==> src/rtl/unified_load_logic.sv <==
// Read-side sequencer for one butterfly stage: walks all operand pairs and issues
// conflict-free reads to the two ping-pong banks. It un-swaps the returned words into
// a/b operands and forwards the in-place destination of each operand.
module unified_load_logic #(
  parameter int unsigned ADDR_WIDTH = 12,
  parameter int unsigned STAGE_W    = 4,
  parameter int unsigned DATA_W     = 128,
  parameter int unsigned LOGQ       = 54,
  parameter int unsigned BRAM_LAT   = 2
) (
  input  logic                  clk,
  input  logic                  rst,
  input  logic                  start,
  input  logic [STAGE_W-1:0]    stage,
  input  logic                  en,
  output logic                  busy,
  output logic                  done,
  output logic [ADDR_WIDTH-1:0] read_addr_0,
  output logic [ADDR_WIDTH-1:0] read_addr_1,
  output logic                  rea,
  input  logic [DATA_W-1:0]     data_from_bram_0,
  input  logic [DATA_W-1:0]     data_from_bram_1,
  input  logic [LOGQ-1:0]       data_from_bram_2,
  input  logic [LOGQ-1:0]       data_from_bram_3,
  input  logic [LOGQ-1:0]       data_from_bram_4,
  input  logic [LOGQ-1:0]       data_from_bram_5,
  output logic [DATA_W-1:0]     a_data,
  output logic [DATA_W-1:0]     b_data,
  output logic [LOGQ-1:0]       a_data_1,
  output logic [LOGQ-1:0]       b_data_1,
  output logic [LOGQ-1:0]       a_data_2,
  output logic [LOGQ-1:0]       b_data_2,
  output logic                  valid,
  output logic                  dest_bank_a,
  output logic                  dest_bank_b,
  output logic [ADDR_WIDTH-1:0] dest_addr_a,
  output logic [ADDR_WIDTH-1:0] dest_addr_b
);

  typedef enum logic [1:0] {StIdle, StIssue, StDrain} state_e;

  // Per-read tag travelling alongside the BRAM access; bank_i doubles as the swap flag.
  typedef struct packed {
    logic                  issued;
    logic                  bank_i;
    logic                  bank_j;
    logic [ADDR_WIDTH-1:0] addr_i;
    logic [ADDR_WIDTH-1:0] addr_j;
  } tag_t;

  state_e                state_q, state_d;
  logic [ADDR_WIDTH-1:0] k_q, k_d, k_cur;
  logic [STAGE_W-1:0]    s_q, s_d, s_cur;
  logic                  done_q, done_d;
  logic                  issue, stage_ok, pipe_busy;

  logic [ADDR_WIDTH:0]   k_ext, span, low_mask, idx_i, idx_j;
  logic                  bank_i, bank_j;
  logic [ADDR_WIDTH-1:0] addr_i, addr_j;

  logic                  rea_q;
  logic [ADDR_WIDTH-1:0] ra0_q, ra1_q;
  tag_t                  tag_new;
  tag_t                  tag_q [BRAM_LAT+1];

  logic                  valid_q, dbank_a_q, dbank_b_q;
  logic [ADDR_WIDTH-1:0] daddr_a_q, daddr_b_q;
  logic [DATA_W-1:0]     a_q, b_q;
  logic [LOGQ-1:0]       a1_q, b1_q, a2_q, b2_q;

  assign stage_ok = (32'(stage) <= ADDR_WIDTH);

  // In IDLE the pair about to issue is k=0 of the requested stage, so a start with en high
  // issues its first read on the accepting edge.
  always_comb begin
    k_cur = k_q;
    s_cur = s_q;
    if (state_q == StIdle) begin
      k_cur = '0;
      s_cur = stage;
    end
  end

  // Pair index to element indices: insert a zero at bit s for i; j sets that bit.
  always_comb begin
    k_ext    = {1'b0, k_cur};
    span     = {{ADDR_WIDTH{1'b0}}, 1'b1} << s_cur;
    low_mask = span - (ADDR_WIDTH+1)'(1);
    idx_i    = (k_ext & low_mask) | ((k_ext & ~low_mask) << 1);
    idx_j    = idx_i | span;
    bank_i   = ^idx_i;
    bank_j   = ^idx_j;
    addr_i   = idx_i[ADDR_WIDTH:1];
    addr_j   = idx_j[ADDR_WIDTH:1];
  end

  // Any read still travelling through the latency pipe.
  always_comb begin
    pipe_busy = 1'b0;
    for (int unsigned n = 0; n <= BRAM_LAT; n++) begin
      pipe_busy = pipe_busy | tag_q[n].issued;
    end
  end

  // Next-state logic: issue one pair per enabled cycle, then drain the read pipe.
  always_comb begin
    state_d = state_q;
    k_d     = k_q;
    s_d     = s_q;
    issue   = 1'b0;
    done_d  = 1'b0;
    case (state_q)
      StIdle: begin
        if (start && stage_ok) begin
          s_d     = stage;
          k_d     = '0;
          state_d = StIssue;
          if (en) begin
            issue = 1'b1;
            k_d   = k_cur + ADDR_WIDTH'(1);
            if (&k_cur) state_d = StDrain;
          end
        end
      end
      StIssue: begin
        if (en) begin
          issue = 1'b1;
          k_d   = k_q + ADDR_WIDTH'(1);
          if (&k_q) state_d = StDrain;
        end
      end
      StDrain: begin
        // The last valid is on the outputs once the pipe is empty; done follows it.
        if (!pipe_busy) begin
          state_d = StIdle;
          done_d  = 1'b1;
        end
      end
      default: state_d = StIdle;
    endcase
  end

  // FSM, pair counter and stage registers.
  always_ff @(posedge clk or posedge rst) begin
    if (rst) begin
      state_q <= StIdle;
      k_q     <= '0;
      s_q     <= '0;
      done_q  <= 1'b0;
    end else begin
      state_q <= state_d;
      k_q     <= k_d;
      s_q     <= s_d;
      done_q  <= done_d;
    end
  end

  // Read request registers; addresses hold while issuing is paused.
  always_ff @(posedge clk or posedge rst) begin
    if (rst) begin
      rea_q <= 1'b0;
      ra0_q <= '0;
      ra1_q <= '0;
    end else begin
      rea_q <= issue;
      if (issue) begin
        ra0_q <= bank_i ? addr_j : addr_i;
        ra1_q <= bank_i ? addr_i : addr_j;
      end
    end
  end

  always_comb begin
    tag_new        = '0;
    tag_new.issued = issue;
    tag_new.bank_i = bank_i;
    tag_new.bank_j = bank_j;
    tag_new.addr_i = addr_i;
    tag_new.addr_j = addr_j;
  end

  // Tag delay line: entry 0 accompanies rea, entry BRAM_LAT lines up with read data.
  always_ff @(posedge clk or posedge rst) begin
    if (rst) begin
      for (int unsigned n = 0; n <= BRAM_LAT; n++) tag_q[n] <= '0;
    end else begin
      tag_q[0] <= tag_new;
      for (int unsigned n = 1; n <= BRAM_LAT; n++) tag_q[n] <= tag_q[n-1];
    end
  end

  // Output register: un-swap bank data into a/b operands and forward destinations.
  always_ff @(posedge clk or posedge rst) begin
    if (rst) begin
      valid_q   <= 1'b0;
      dbank_a_q <= 1'b0;
      dbank_b_q <= 1'b0;
      daddr_a_q <= '0;
      daddr_b_q <= '0;
      a_q       <= '0;
      b_q       <= '0;
      a1_q      <= '0;
      b1_q      <= '0;
      a2_q      <= '0;
      b2_q      <= '0;
    end else begin
      valid_q <= tag_q[BRAM_LAT].issued;
      if (tag_q[BRAM_LAT].issued) begin
        dbank_a_q <= tag_q[BRAM_LAT].bank_i;
        dbank_b_q <= tag_q[BRAM_LAT].bank_j;
        daddr_a_q <= tag_q[BRAM_LAT].addr_i;
        daddr_b_q <= tag_q[BRAM_LAT].addr_j;
        if (tag_q[BRAM_LAT].bank_i) begin
          a_q  <= data_from_bram_1;
          b_q  <= data_from_bram_0;
          a1_q <= data_from_bram_3;
          b1_q <= data_from_bram_2;
          a2_q <= data_from_bram_5;
          b2_q <= data_from_bram_4;
        end else begin
          a_q  <= data_from_bram_0;
          b_q  <= data_from_bram_1;
          a1_q <= data_from_bram_2;
          b1_q <= data_from_bram_3;
          a2_q <= data_from_bram_4;
          b2_q <= data_from_bram_5;
        end
      end
    end
  end

  // busy stays high through the done cycle even though the FSM is already idle.
  assign busy        = (state_q != StIdle) | done_q;
  assign done        = done_q;
  assign rea         = rea_q;
  assign read_addr_0 = ra0_q;
  assign read_addr_1 = ra1_q;
  assign valid       = valid_q;
  assign dest_bank_a = dbank_a_q;
  assign dest_bank_b = dbank_b_q;
  assign dest_addr_a = daddr_a_q;
  assign dest_addr_b = daddr_b_q;
  assign a_data      = a_q;
  assign b_data      = b_q;
  assign a_data_1    = a1_q;
  assign b_data_1    = b1_q;
  assign a_data_2    = a2_q;
  assign b_data_2    = b2_q;

endmodule

==> config.mk <==
export PLATFORM = sky130hd
export DESIGN_NAME = unified_load_logic
export DESIGN_NICKNAME = d
export VERILOG_FILES = /design/src/rtl/unified_load_logic.sv
export SDC_FILE = /design/constraint.sdc
export NUM_CORES = 2
export LEC_CHECK = 0
export ABC_AREA = 1
export ABC_CLOCK_PERIOD_IN_PS = 24400
export CORE_AREA = 2 2 395 397
export DETAILED_ROUTE_END_ITERATION = 8
export DIE_AREA = 0 0 397 399
export DONT_BUFFER_PORTS = 1
export PLACE_DENSITY = 0.4
export RECOVER_POWER = 100
export SETUP_SLACK_MARGIN = 0.05
export SLEW_MARGIN = 20
export SYNTH_ARGS = -nofsm -noshare
export SYNTH_HDL_FRONTEND = slang
export SYNTH_SLANG_ARGS = --single-unit
==> constraint.sdc <==
create_clock -name clk -period 24.4 [get_ports clk]
set_clock_uncertainty 0.05 [all_clocks]
set_input_delay 1.22 -clock clk [delete_from_list [all_inputs] [get_ports clk]]
set_output_delay 1.22 -clock clk [all_outputs]
set_load 0.05 [all_outputs]
# == Word level (Yosys, flattened, before mapping) ==
# Cells that the tools add are included.
# totals
out_inout_bits,526
ff_bits,623
# classes
reduce_logical,11
n_bitwise,8
order_cmp,1
eq_ne,6
n_shift,1
mux,26
add_sub_neg,3
# op_table
cell,n
$mux 128,2
$mux 54,4
$mux 12,6
$or 13x13->13,2
$reduce_xor 13->1,2
$add 12x1->12 const B,2
$pmux 12 s2,1
$reduce_and 12->1,2
$and 12x13->13,1
$shl 1x4->13 const A,1
$sub 13x1->13 const B,1
$and 12x12->12,1
$mux 2,6
$not 12->12,1
$ne 2x2->1 const B,3
$pmux 2 s3,1
$le 4x4->1 const B,1
$mux 1,4
$mux 4,1
$reduce_and 4->1,1
$reduce_bool 2->1,2
$or 1x1->1,3
$reduce_and 3->1,1
$eq 2x1->1 const B,1
6 further kinds,6

# == Depth between registers and ports, before layout ==
# depth
word_depth,9
mapped_depth,28
depth_no_buf,25

# == Worst setup path after synthesis ==
# Ideal clock, no wire load.
# synth_timing
path_type,in2reg
start,in stage[1]
end,reg ra1_q[5] (netlist: read_addr_1[5])
arrival_time_ps,3383
slack_ps,20849
setup_ps,118
required_time_ps,24232
path_stages,26
path_cell_list,inv_1 -> nand2_1 -> nand2_2 -> nand3_4 -> inv_1 -> nand2_1 -> ha_1 -> buf_1 -> inv_1 -> nor2_1 -> nand3_1 -> nand2_1 -> nand2_1 -> nand2_2 -> nand2_1 -> nand2_1 -> nand2_1 -> nand2_2 -> nand2_1 -> nand2_2 -> inv_2 -> nand2_1 -> buf_6 -> nand3_1 -> nand2_1 -> nand2_1
# synth_between
elab_chain_len,8
word_cells_on_any_way,14
# synth_lines
element,line,text
"start, declared",14,"input logic [STAGE_W-1:0] stage,"
$mux 4 *,78,if (state_q == StIdle) begin
$shl 1x4->13 *,87,"span = {{ADDR_WIDTH{1'b0}}, 1'b1} << s_cur;"
$sub 13x1->13 *,88,low_mask = span - (ADDR_WIDTH+1)'(1);
$not 12->12,89,idx_i = (k_ext & low_mask) | ((k_ext & ~low_mask) << 1);
$and 12x12->12,89,
$or 13x13->13 *,89,
net idx_i[9],57,"logic [ADDR_WIDTH:0] k_ext, span, low_mask, idx_i, idx_j;"
$reduce_xor 13->1 *,91,bank_i = ^idx_i;
$mux 12 *,168,ra1_q <= bank_i ? addr_i : addr_j;
"end signal, assigned",168,
"end, declared",62,"logic [ADDR_WIDTH-1:0] ra0_q, ra1_q;"
# Mark *: on every way through the listed nets, which the timed path passes. The rest lies on a longest branch.
# A chain may end at the register's enable or synchronous reset.

# == Worst setup path in the final report ==
# layout_timing
start,reg tag_q[25] (netlist name)
end,reg a_q[19] (netlist: a_data[19])
# layout_between
elab_chain_len,1
# layout_lines
element,line,text
"start, declared",64,tag_t tag_q [BRAM_LAT+1];
$mux 128,213,if (tag_q[BRAM_LAT].bank_i) begin
"end signal, assigned",214,a_q <= data_from_bram_1;
"end signal, assigned",221,a_q <= data_from_bram_0;
"end, declared",68,"logic [DATA_W-1:0] a_q, b_q;"
# No other way between the ends.

==> flow_metrics.env <==
export IMPL_synth_fa_ha_area_share_pct=0.132
export IMPL_endpoint_kind="register"
export IMPL_grt_setup_unrepaired="false"
export IMPL_final_common_cell="nand2_1"
export IMPL_via_per_inst=4.18
export IMPL_rows=144
export IMPL_start_util_pct=18.5
export IMPL_core_area_um2=154000
export IMPL_antenna_found_initial=8
export IMPL_drc=0
export IMPL_fin_crit_sh_pct=43.3
export IMPL_clock_sinks=623
export IMPL_cpMostUsedCell="clkbuf_1"
export IMPL_crit_fanout=104
export IMPL_drv_cap=24
export IMPL_synth_area_um2=28500
export IMPL_grt_max_degree=194
export IMPL_vias=23100
export IMPL_mostFrequentLayoutCells="nand2_1, dfrtp_1, nor2_1"
export IMPL_grt_total_usage_pct=13.8
export IMPL_gp_congestion=0.865
export IMPL_cts_resized=0
export IMPL_ant_nets=0
export IMPL_grt_pass1_vias=21800
export IMPL_holdBufCountCts=0
export IMPL_worstMarginPinSlew_ns=5.74
export IMPL_synth_top_family_by_area="simple AND/OR/NAND/NOR gates"
export IMPL_maxSlewViolCount=1718
export IMPL_synth_compound_area_share_pct=15.5
export IMPL_clk_pin_slew_ns=0.06
export IMPL_cts_setup_buffers=0
export IMPL_max_slew_margin_pct=-285
export IMPL_die_area_um2=158000
export IMPL_violations="max-capacitance violations, max-slew violations"
export IMPL_synthTopCellsByArea="dfrtp_1, nand2_1, nor2_1"
export IMPL_max_freq_mhz=94.7
export IMPL_critPathSlowestCell="clkbuf_1"
export IMPL_drt_iter0_markers=1503
export IMPL_area_growth_pct=15.9
export IMPL_syn_nets=4021
export IMPL_drive_gt1_share_pct=4.74
export IMPL_clk_latency_ns=0.68
export IMPL_synthMuxAreaShare_pct=0
export IMPL_setup_tns_ns=0
export IMPL_synth_cell_type_count=38
export IMPL_final_setup_viol_count=0
export IMPL_portBuffers=0
export IMPL_boundaryPins=1006
export IMPL_ys_seq_area_share_pct=54.8
export IMPL_fin_nets=3901
export IMPL_fin_crit_ns=10.56
export IMPL_wl_um=115000
export IMPL_path_cells="clkbuf_1, clkbuf_1, clkbuf_1, o21ai_0, a21oi_1, nor2_1"
export IMPL_yosys_warnings=0
export IMPL_die_w_um=397
export IMPL_synth_xor_area_share_pct=0.215
export IMPL_cp_data_arrival_time_ns=11.06
export IMPL_ys_ff_latch=623
export IMPL_crit_type="register to register"
export IMPL_yosysTopAreaCell="dfrtp_1"
export IMPL_netlist_instances=3538
export IMPL_synth_main_ff_cell="dfrtp_1"
export IMPL_synth_edff_count=0
export IMPL_avgSynthCellArea_um2=8.04
export IMPL_dr_pass1_iters=5
export IMPL_status="finished with violations"
export IMPL_max_stage_delay_ns=2.67
export IMPL_wl_per_cell_um=20.7
export IMPL_final_hold_viol_count=0
export IMPL_cts_tree="done"
export IMPL_grt_pass1_wl_um=162000
export IMPL_hpwl_um=86600
export IMPL_die_y_um=399
export IMPL_startpoint_type="register"
export IMPL_synth_top_cell_area_share_pct=54.8
export IMPL_cts_made_buffers=78
export IMPL_crit_required_ns=24.90
export IMPL_clk_path_buf_depth=3
export IMPL_whs_ns=0.291
export IMPL_grt_overflow_total=0
export IMPL_holdCritPathClass="register to register"
export IMPL_async_flop_share_pct=100
export IMPL_yosys_area_share_simple_pct=22.1
export IMPL_htreeDepth=3
export IMPL_root_buffer="clkbuf_16"
stage by stage:
| step | cells | util [%] | worst slack [ns] | cell area (um2) |
|---|---|---|---|---|
| detailed placement | 5382 | 19.8 | 19.68 | 30400 |
| finish | 5532 | 21.5 | 13.84 | 33000 |
| floorplan | 3538 | - | 5.68 | 28500 |
| global route | 5527 | 21.5 | 12.40 | 33000 |
| global placement | 5382 | 19.8 | 19.68 | 30400 |
| CTS | 5525 | 21.6 | 20.27 | 33100 |
state kept, by name (all words and copies together) (netlist names):
register / flops
a_data_1: 54
valid: 1
k_q: 12
b_data_1: 54
dest_addr_a: 12
b_data: 128
a_data: 128
a_data_2: 54
read_addr_0: 12
tag_q: 81
s_q: 4
b_data_2: 54
dest_bank_a: 1
read_addr_1: 12
done: 1
state_q: 2
dest_addr_b: 12
dest_bank_b: 1
cell families (layout without fill, tap and decap cells):
group	after synthesis	in the layout
compound gates	755	755
xor+xnor	7	7
fa+ha+maj	3	3
buf+inv	540	483
flops	623	623
other cells	0	7
simple gates	1610	1610
per-layer routing:
| layer | up-vias | wire length [um] | GRT usage (%) |
|---|---|---|---|
| met4 | 4 | 2320 | 4.00 |
| met2 | 841 | 55300 | 23.0 |
| met3 | 116 | 12400 | 5.71 |
| met5 | - | 33 | 0 |
| met1 | 11000 | 44500 | 16.2 |
| li1 | 11100 | - | - |
worst paths after layout:
path                                          start                        to  slack [ns]  depth (start not counted)
worst max-delay path            tag_q[25]$_DFF_PP0_    a_data[19]$_DFFE_PP0P_       13.84                          6
worst min-delay path            tag_q[54]$_DFF_PP0_       tag_q[27]$_DFF_PP0_        0.29                          0
worst max register to register  tag_q[25]$_DFF_PP0_    a_data[19]$_DFFE_PP0P_       13.84                          6
worst min register to register  tag_q[54]$_DFF_PP0_       tag_q[27]$_DFF_PP0_        0.29                          0
max in group asynchronous                       rst    a_data[27]$_DFFE_PP0P_       15.02                          3
min in group asynchronous                       rst  a_data_2[28]$_DFFE_PP0P_        2.15                          1
cell usage after synthesis, types with 3 or more instances:
master,n
nand2_1,998
dfrtp_1,623
nor2_1,510
inv_1,301
a21oi_1,252
o21ai_0,249
o211ai_1,236
clkbuf_1,214
nand3_1,60
nand2_2,14
inv_2,10
buf_1,7
a31oi_1,5
nand4_1,5
nor2_2,5
xor2_1,5
nand3_2,4
nor3_1,4
buf_6,3
ha_1,3
nand2_4,3
o21ai_1,3
o22ai_1,3
or2_2,3
layout make-up:
type	instances	area, um2
multi-input combinational	2375	10700
tap	2044	2560
sequential	623	15600
timing repair buffer	28	164
inverter	312	1170
clock buffer	110	2220
antenna	7	17.5
fill	17100	121000
clock inverter	33	544
critical path: cells and delay by family (launching register included):
family,cells,cell delay (ns)
and+or+nand+nor,1,0.07
DFF,1,2.49
AOI/OAI and AO/OA,2,0.66
buffers and inverters,3,6.89
Power is left out: the tool's default activity adds up to more than one toggle a clock period on the data nets, which glitch-free logic cannot reach.
